===== src/rtl/hist_deserializer_pkg.sv =====
// Shared histogram pipeline definitions: word geometry, buffer sizing and the
// serial stage state encoding used by both the serializer and deserializer.
package hist_deserializer_pkg;

  localparam int unsigned HIST_WORD_W     = 24;
  localparam int unsigned HIST_FIFO_DEPTH = 4;

  typedef enum logic {
    ST_IDLE  = 1'b0,
    ST_SHIFT = 1'b1
  } hist_state_e;

endpackage


===== src/rtl/hist_word_fifo.sv =====
// First-word-fall-through word buffer; a push into a full FIFO is honoured
// only when a pop happens on the same edge.
module hist_word_fifo
  import hist_deserializer_pkg::*;
#(
  parameter int unsigned WIDTH = HIST_WORD_W,
  parameter int unsigned DEPTH = HIST_FIFO_DEPTH
) (
  input  logic             clk,
  input  logic             reset,
  input  logic             push,
  input  logic             pop,
  input  logic [WIDTH-1:0] wdata,
  output logic [WIDTH-1:0] rdata,
  output logic             full,
  output logic             empty
);

  localparam int unsigned AW = (DEPTH > 1) ? $clog2(DEPTH) : 1;

  logic [WIDTH-1:0] mem [DEPTH];
  logic [AW:0]      wr_ptr;
  logic [AW:0]      rd_ptr;
  logic             do_push;
  logic             do_pop;

  assign empty   = (wr_ptr == rd_ptr);
  assign full    = (wr_ptr[AW] != rd_ptr[AW]) && (wr_ptr[AW-1:0] == rd_ptr[AW-1:0]);
  assign do_pop  = pop && !empty;
  assign do_push = push && (!full || do_pop);
  // Empty reads as zero so the output needs no reset on the storage array.
  assign rdata   = empty ? '0 : mem[rd_ptr[AW-1:0]];

  always_ff @(posedge clk or posedge reset) begin
    if (reset) begin
      wr_ptr <= '0;
      rd_ptr <= '0;
    end else begin
      if (do_push) wr_ptr <= wr_ptr + 1'b1;
      if (do_pop)  rd_ptr <= rd_ptr + 1'b1;
    end
  end

  always_ff @(posedge clk) begin
    if (do_push) mem[wr_ptr[AW-1:0]] <= wdata;
  end

endmodule


===== src/rtl/hist_deserializer.sv =====
// MSB-first serial-to-word deserializer feeding a FWFT output FIFO, with
// sticky framing/overflow flags and a pushed-word counter.
module hist_deserializer
  import hist_deserializer_pkg::*;
#(
  parameter int unsigned WORD_W     = HIST_WORD_W,
  parameter int unsigned FIFO_DEPTH = HIST_FIFO_DEPTH,
  parameter int unsigned CNT_W      = 16
) (
  input  logic              fast_clk_in,
  input  logic              reset,
  input  logic              serial_in,
  input  logic              bit_valid_in,
  input  logic              clear_err,
  output logic [WORD_W-1:0] word_out,
  output logic              word_valid,
  input  logic              word_ready,
  output logic [CNT_W-1:0]  word_count,
  output logic              frame_err,
  output logic              overflow,
  output logic              busy
);

  localparam int unsigned BW = $clog2(WORD_W);

  hist_state_e       state;
  hist_state_e       next_state;
  logic [WORD_W-1:0] shift_reg;
  logic [BW-1:0]     bit_cnt;
  logic [WORD_W-1:0] push_word;
  logic              word_done;
  logic              frame_set;
  logic              fifo_full;
  logic              fifo_empty;
  logic              pop;
  logic              push_ok;
  logic              overflow_set;

  assign word_done    = (state == ST_SHIFT) && bit_valid_in && (bit_cnt == BW'(WORD_W - 1));
  assign frame_set    = (state == ST_SHIFT) && !bit_valid_in;
  assign push_word    = {shift_reg[WORD_W-2:0], serial_in};
  assign word_valid   = !fifo_empty;
  assign pop          = word_valid && word_ready;
  assign push_ok      = word_done && (!fifo_full || pop);
  assign overflow_set = word_done && fifo_full && !pop;

  always_ff @(posedge fast_clk_in or posedge reset) begin
    if (reset) state <= ST_IDLE;
    else       state <= next_state;
  end

  always_comb begin
    next_state = state;
    case (state)
      ST_IDLE:  if (bit_valid_in) next_state = ST_SHIFT;
      ST_SHIFT: if (!bit_valid_in || word_done) next_state = ST_IDLE;
      default:  next_state = ST_IDLE;
    endcase
  end

  always_comb begin
    busy = (state == ST_SHIFT);
  end

  always_ff @(posedge fast_clk_in or posedge reset) begin
    if (reset) begin
      shift_reg <= '0;
      bit_cnt   <= '0;
    end else if (state == ST_IDLE) begin
      if (bit_valid_in) begin
        shift_reg <= WORD_W'(serial_in);
        bit_cnt   <= BW'(1);
      end
    end else if (!bit_valid_in || word_done) begin
      shift_reg <= '0;
      bit_cnt   <= '0;
    end else begin
      shift_reg <= push_word;
      bit_cnt   <= bit_cnt + 1'b1;
    end
  end

  // Sticky flags: a new error in the clearing cycle wins over clear_err.
  always_ff @(posedge fast_clk_in or posedge reset) begin
    if (reset) begin
      frame_err  <= 1'b0;
      overflow   <= 1'b0;
      word_count <= '0;
    end else begin
      frame_err <= frame_set || (frame_err && !clear_err);
      overflow  <= overflow_set || (overflow && !clear_err);
      if (push_ok) word_count <= word_count + CNT_W'(1);
    end
  end

  hist_word_fifo #(
    .WIDTH (WORD_W),
    .DEPTH (FIFO_DEPTH)
  ) u_fifo (
    .clk   (fast_clk_in),
    .reset (reset),
    .push  (push_ok),
    .pop   (pop),
    .wdata (push_word),
    .rdata (word_out),
    .full  (fifo_full),
    .empty (fifo_empty)
  );

endmodule


===== config.mk =====
export PLATFORM = sky130hd
export DESIGN_NAME = hist_deserializer
export DESIGN_NICKNAME = d
export VERILOG_FILES = /design/src/rtl/hist_deserializer_pkg.sv /design/src/rtl/hist_word_fifo.sv /design/src/rtl/hist_deserializer.sv
export SDC_FILE = /design/constraint.sdc
export NUM_CORES = 1
export LEC_CHECK = 0
export CAP_MARGIN = 0
export CORE_UTILIZATION = 62
export DETAILED_ROUTE_END_ITERATION = 8
export GPL_ROUTABILITY_DRIVEN = 0
export PLACE_DENSITY = 0.82
export SLEW_MARGIN = 20
export SYNTH_ARGS = -nofsm -noshare
export SYNTH_HDL_FRONTEND = slang
export SYNTH_SLANG_ARGS = --single-unit

===== constraint.sdc =====
create_clock -name fast_clk_in -period 5.6 [get_ports fast_clk_in]
set_input_delay 1.68 -clock fast_clk_in [delete_from_list [all_inputs] [get_ports fast_clk_in]]
set_output_delay 1.68 -clock fast_clk_in [all_outputs]
set_load 0.005 [all_outputs]

# Word level (Yosys, flattened, before mapping)
# Memory sizes are Yosys's and may differ from the RTL's.
# Cells that the tools add are included.
[classes]
n_eq_ne = 4
muxes = 12
n_reduce_logical = 23
add_sub_neg = 4
n_bitwise = 1
[op_table]
columns = ["op", "n"]
rows = [
  ["$mux W23", 3],
  ["$mux W24", 1],
  ["$add A16 B1 Y16 const B", 1],
  ["$mux W5", 3],
  ["$logic_and A1 B1 Y1", 12],
  ["$add A3 B1 Y3 const B", 2],
  ["$add A5 B1 Y5 const B", 1],
  ["$eq A5 B5 Y1 const B", 1],
  ["$logic_not A1 Y1", 5],
  ["$logic_or A1 B1 Y1", 5],
  ["$mux W1", 4],
  ["$eq A3 B3 Y1", 1],
  ["$eq A2 B2 Y1", 1],
  ["$pmux W1 S2", 1],
  ["$reduce_bool A2 Y1", 1],
  ["$ne A1 B1 Y1", 1],
  ["$not A1 Y1", 1],
]
[word_totals]
word_cells = 53
mem_bits_rw = 96
mem_count = 1
out_inout_bits = 44
ff_bits = 53
input_bits = 6
[mem_list]
columns = ["memory", "depth", "width", "rd", "rd_clocked_by_memory_dff", "wr", "line", "rtl"]
rows = [
  ["u_fifo.mem", 4, 24, 1, 0, 1, "hist_word_fifo.sv:21", "logic [WIDTH-1:0] mem [DEPTH];"],
]

# Longest topological paths before layout
# Gate-level depths: netlist of the first run.
[logic_depth]
ltp_word = 8
mapped_depth = 6
ltp_nobuf = 5

# By module
# A second synthesis of the first run with hierarchy kept.
[unflattened]
cells_unflattened = 338
area_unflattened_um2 = 6064.6
[by_module_without_submodules]
columns = ["mod", "area_per_inst_um2", "cells_per_inst", "instances", "seq_area_each_um2"]
rows = [
  ["hist_word_fifo", 4105.2, 188, 1, 3032.9],
  ["hist_deserializer", 1959.4, 150, 1, 1176.1],
]

# Worst setup path before layout of the first run
# OpenSTA, ideal clock, no wires.
[synth_path]
kind = "input to register"
startpoint = "in bit_valid_in"
endpoint = "mem u_fifo.mem[3][0] in the netlist's numbering (enable)"
path_stages = 3
setup_slack_ps = 2552
arrival_time_ps = 2663
n_path_buf = 0
setup_time_ps = 384
cell_sequence = "nand2_2 nor2_4 and3_1"
[synth_between]
elab_chain_len = 6
[synth_lines]
columns = ["element", "line", "rtl"]
rows = [
  ["start, declared", "hist_deserializer.sv:13", "input logic bit_valid_in,"],
  ["$logic_and A1 B1 Y1 (2 in a row)", "hist_deserializer.sv:39", "assign word_done = (state == ST_SHIFT) && bit_valid_in && (bit_cnt == BW'(WORD_W - 1));"],
  ["$logic_and A1 B1 Y1", "hist_deserializer.sv:44", "assign push_ok = word_done && (!fifo_full || pop);"],
  ["$logic_and A1 B1 Y1", "hist_word_fifo.sv:30", "assign do_push = push && (!full || do_pop);"],
  ["$mux W1", "hist_word_fifo.sv:45", "if (do_push) mem[wr_ptr[AW-1:0]] <= wdata;"],
  ["$mux W1 (not written as such)", "hist_word_fifo.sv:45", ""],
  ["end, declared", "hist_word_fifo.sv:21", ""],
]
# No other way between the ends.

# Worst setup path after layout of the first run
[layout_path]
startpoint = "reg u_fifo.rd_ptr[2]"
endpoint = "out word_out[22]"
[layout_between]
elab_chain_len = 2
[layout_lines]
columns = ["element", "line", "rtl"]
rows = [
  ["start, declared", "hist_word_fifo.sv:23", "logic [AW:0] rd_ptr;"],
  ["start signal, assigned", "hist_word_fifo.sv:40", "if (do_pop) rd_ptr <= rd_ptr + 1'b1;"],
  ["$eq A3 B3 Y1", "hist_word_fifo.sv:27", "assign empty = (wr_ptr == rd_ptr);"],
  ["$mux W24", "hist_word_fifo.sv:32", "assign rdata = empty ? '0 : mem[rd_ptr[AW-1:0]];"],
  ["end, declared", "hist_deserializer.sv:15", "output logic [WORD_W-1:0] word_out,"],
]
# No other way between the ends.

==> results of run 1 <==
[metrics by stage]
stage	util [%]	setup slack (ns)	instance area (µm²)	power (mW)	hold slack [ns]
floorplan	-	2.55	5970	1.56	0.460
global placement	70.9	1.74	6580	1.74	0.462
detailed placement	70.9	1.67	6580	1.75	0.473
CTS	77.3	1.10	7170	2.89	0.480
global route	77.3	0.923	7180	2.97	0.507
finish	77.3	1.19	7180	2.86	0.475
[area by class of cell]
| cell class | count | area, µm² | area share, % |
|---|---|---|---|
| tap | 129 | 161 | 2.25 |
| inverter | 9 | 33.8 | 0.471 |
| multi-input combinational | 164 | 1630 | 22.7 |
| clock buffer | 18 | 418 | 5.82 |
| timing repair buffer | 57 | 551 | 7.67 |
| clock inverter | 14 | 176 | 2.46 |
| sequential | 149 | 4210 | 58.6 |
[worst paths after layout]
| kind | from | end | slack, ns |
|---|---|---|---|
| worst max register to register | bit_cnt[0] | u_fifo.mem[2][23] | 3.34 |
| worst max-delay path | u_fifo.rd_ptr[2] | word_out[22] | 1.19 |
| min in group asynchronous | reset | word_count[15] | 1.70 |
| worst min register to register | word_count[15] | word_count[15] | 0.47 |
| worst min-delay path | word_count[15] | word_count[15] | 0.47 |
| max in group asynchronous | reset | bit_cnt[0] | 3.45 |
[report_power, final]
group          internal, mW  switching [mW]  leakage, nW
clock network         0.684           0.454        0.286
registers              1.18          0.0199         1.61
logic                 0.295           0.229        0.839
[per-layer routing]
layer / share of wire [%] / wire [µm]
met4: 2.0 / 227
met5: 0 / 0
met2: 51 / 5730
met1: 41 / 4580
met3: 5.3 / 594
[cell usage after synthesis, types with 2 or more instances]
library cell / instances
buf_6: 4
xnor2_2: 2
xnor2_1: 18
and3_1: 5
nand4_1: 8
mux4_2: 24
a22o_1: 25
buf_4: 2
o21a_1: 2
clkbuf_1: 4
buf_2: 5
inv_1: 9
xor2_1: 3
nor2_1: 4
edfxtp_1: 96
nand2_1: 6
nor3_4: 2
dfrtp_1: 53
ha_1: 7
o21ai_0: 5
and2_1: 25
nand3_1: 13
[cell families after synthesis]
| kind of cell | after synthesis | share of synthesized area [%] |
|---|---|---|
| XOR/XNOR | 23 | 3.63 |
| flip-flops | 149 | 70.5 |
| multiplexers | 26 | 9.50 |
| AND/OR/NAND/NOR | 73 | 7.95 |
| AO/OA/AOI/OAI | 35 | 4.68 |
| adder cells (fa/ha/maj) | 7 | 1.47 |
| buffers and inverters | 24 | 2.24 |
[critical path: stages, from the launching register on]
cell             delay (ns)
dfrtp_1                0.41
xor2_1                 0.21
nand3b_1               0.73
and2_1                 0.41
clkdlybuf4s50_1        0.46
==> metrics, run 1 <==
outcome=finished clean; final hold vios=0; Clock Tree Buf Depth=2; met2 Usage GRT=40.7%; initial antenna violation count=0; latest clock arrival within the worst-skew pair=0.51 ns; clk sinks=149; Ant. Diodes=0; Area Overhead vs Synth=20.3%; Site Rows=35; hold crit path type=flip-flop to flip-flop; CP Capture Type=primary output; GRT Residual Overflow=0; first drt pass iteration count=4; Lkg Pwr=2.73 nW; Cell Count, Final, Fillers Out=540; initial cell density of the core=64.3%; Routed Antenna Nets=0; Synth area leader=edfxtp_1; RSZ-0062 raised after global routing=no; via count=3186; Area contributors post-synth=edfxtp_1, dfrtp_1, mux4_2; worst-margin pin slew=0.907 ns; vias in the first global route=3243; crit start category=flip-flop; Top FF cell, synth=edfxtp_1; Cell variety after synth=37; syn avg cell area=17.7 µm²; Core ar.=0.00928 mm²; Peak VDD IR=246 µV; Worst Clk Skew=0.0119 ns; share of layout cells above drive strength 1=18.5%; setup TNS=0 ns; final net count=411; die area=0.0100 mm²; total of max-cap violations=0; post_cts resized=0; clock slew at reported path FFs=0.07 ns; Root Driver=clkbuf_8; Post-DP HPWL=5910 µm; synthesized cell area=0.00597 mm²; CTS tree=built; commonest non-fill, non-tap cell in the layout=edfxtp_1; final setup vio count=0; area share of the largest cell type after synthesis=48.3%; Post CTS Setup Buffer Count=0; most frequent cells in the layout=edfxtp_1, dfrtp_1, clkdlybuf4s50_1; final slew viol count=0; initial DRC count=170; port buffer count=49; DRC=0; Fmax=227 MHz; max FFs per register=96; Global Route met1 Usage=32.7%; die width=100 µm; H-tree levels=4; sequential-to-total area share from yosys stat=70.5%; CTS Hold Buffers Added=0; WL/cell=20.6 µm; Crit Path Max Fanout=27; post-synthesis async set-or-reset flop share=35.6%; Max-slew headroom=39.4%; global-route wire length before repair=17800 µm; worst setup path class=flip-flop to primary output; Syn Nets=350; number of CTS-inserted buffers=17; via-per-instance ratio=5.90; GR Util All Layers=25.1%; Req. time, crit path=3.92 ns; gr busiest metal=met2; Fillers=531; crit path DAT=2.73 ns; I/O Pins=50; part of the cycle the worst path needs=78.7%; Final min period=4.41 ns; Total Wirelength=11100 µm; Cells after Synth=337; Post-Place Cells=508; R2R depth=5; pwr/cell area=399 mW/mm²; EDFF count, synth=96; #FFs+latches synth=149; largest net degree at the start of global routing=54; Syn. warnings=0; grt met3 use=6.96%; Hold Crit Depth=1; Die Y=100 µm
Note: power is estimated with default switching activity, not from simulation.
==> run 2, diff against run 1 <==
Settings changed: CORE_UTILIZATION 62 to 52, PLACE_DENSITY 0.82 to 0.73.
Clock period 5.6 ns to 3.8 ns, I/O delays scaled along.
==> run 2 against run 1 <==
  * Power up 47%
  * Combinational power is 50% higher
  * Critical path type unchanged
  * Clock-buffer cell count is 1 higher
  * Wire length decreased by 7.8%
  * Clock skew down 0.0014 ns
  * First-iteration DRC count fell by 22%
  * Die area rose by 19%
  * Utilization decreased by 12 points
  * Sequential share of layout area shrank 0.44 points
==> metrics, run 2 (synthesis gave the netlist of run 1 again) <==
worst setup path class=flip-flop to primary output; first drt pass iteration count=5; Critical Path Slowest Stage Cell=mux4_2; initial antenna violation count=0; part of the cycle the worst path needs=89.9%; Area Overhead vs Synth=21.2%; Fmax=293 MHz; most frequent cells in the layout=edfxtp_1, dfrtp_1, clkdlybuf4s50_1; global-route wire length before repair=16600 µm; Req. time, crit path=2.66 ns; WL/cell=18.4 µm; H-tree levels=4; Final Power=4.20 mW; crit path DAT=2.28 ns; Total Wirelength=10300 µm; Post CTS Setup Buffer Count=0; Die Y=109 µm; commonest non-fill, non-tap cell in the layout=edfxtp_1; port buffer count=49; die area=0.0119 mm²; final setup vio count=0; latest clock arrival within the worst-skew pair=0.41 ns; clk sinks=149; crit start category=flip-flop; Core ar.=0.0110 mm²; Routed Antenna Nets=0; share of layout cells above drive strength 1=19.0%; CP Capture Type=primary output; outcome=finished clean; reg2reg start=bit_cnt[0]; pwr/cell area=580 mW/mm²; Site Rows=38; Post-DP HPWL=5920 µm; clock slew at reported path FFs=0.06 ns; Final min period=3.42 ns; Ant. Diodes=0; Worst Clk Skew=0.0105 ns; RSZ-0062 raised after global routing=no; total of max-cap violations=0; final slew viol count=0; worst-margin pin slew=0.397 ns; via count=3106; number of CTS-inserted buffers=17; Hold Startpoint=word_count[15]; Clock Tree Buf Depth=2; post_cts resized=0; hold crit path type=flip-flop to flip-flop; Fillers=801; die width=109 µm; Crit Path Max Fanout=18; DRC=0; vias in the first global route=3244; setup TNS=0 ns; final net count=416; max FFs per register=96; CTS tree=built; initial DRC count=132; initial cell density of the core=54.1%; largest net degree at the start of global routing=54; CTS Hold Buffers Added=0; via-per-instance ratio=5.59; Lkg Pwr=2.75 nW; final hold vios=0; GRT Residual Overflow=0; Root Driver=clkbuf_16; CP cell instances=buf_4 > mux4_2 > and2_1 > clkdlybuf4s50_1; crit path launch=u_fifo.rd_ptr[0]; Core Util, Final=65.6%; Max-slew headroom=73.5%; Peak VDD IR=349 µV; CP max stage delay=0.56 ns; I/O Pins=50; GR Util All Layers=19.2%
run 2: cell count changes in the layout (fill, tap and decap cells not counted), sizes merged:
| cell | previous run | this run |
|---|---|---|
| buf | 8 | 13 |
| inv | 12 | 10 |
| clkinv | 6 | 5 |
| clkbuf | 18 | 19 |
| clkinvlp | 2 | 4 |
run 2: cell type report:
cell class	count	area (µm²)	share of cell area, %
timing repair buffer	62	601	8.30
clock buffer	19	433	5.99
sequential	149	4210	58.2
clock inverter	13	156	2.16
tap	140	175	2.42
multi-input combinational	164	1620	22.5
inverter	9	33.8	0.467
run 2: through the flow:
| step | hold WS (ns) | cells | instance area [µm²] | setup slack (ns) |
|---|---|---|---|---|
| 2_1_floorplan | 0.460 | 337 | 5970 | 1.29 |
| 3_3_place_gp | 0.465 | 524 | 6640 | 0.790 |
| 3_5_place_dp | 0.474 | 524 | 6640 | 0.775 |
| 4_1_cts | 0.484 | 556 | 7230 | 0.331 |
| 5_1_grt | 0.503 | 556 | 7230 | 0.243 |
| 6_report | 0.479 | 556 | 7230 | 0.382 |
run 2: final timing paths:
path | endpoint | depth (start not counted) | slack [ns]
worst max register to register | u_fifo.mem[0][13] | 5 | 1.82
worst min-delay path | word_count[15] | 1 | 0.48
worst max-delay path | word_out[9] | 4 | 0.38
max in group asynchronous | shift_reg[6] | 3 | 2.44
min in group asynchronous | bit_cnt[1] | 3 | 1.10
worst min register to register | word_count[15] | 1 | 0.48
run 2: layer usage:
layer	up-vias	GRT usage, %	routed length (µm)
li1	1430	-	-
met1	1606	25.2	4680
met2	62	31.8	5190
met3	8	4.30	298
met4	0	6.37	88
met5	-	0	0
run 2: worst max-delay path: cells and delay by family, from the launching register on:
family	cells	cell delay, ns
buffers and inverters	2	0.80
muxes	1	0.56
DFF	1	0.34
and+or+nand+nor	1	0.17
run 2: power breakdown:
part | switching [mW] | internal [mW]
Clock | 0.621 | 1.03
Combinational | 0.334 | 0.451
Sequential | 0.0206 | 1.74
Total | 0.976 | 3.22
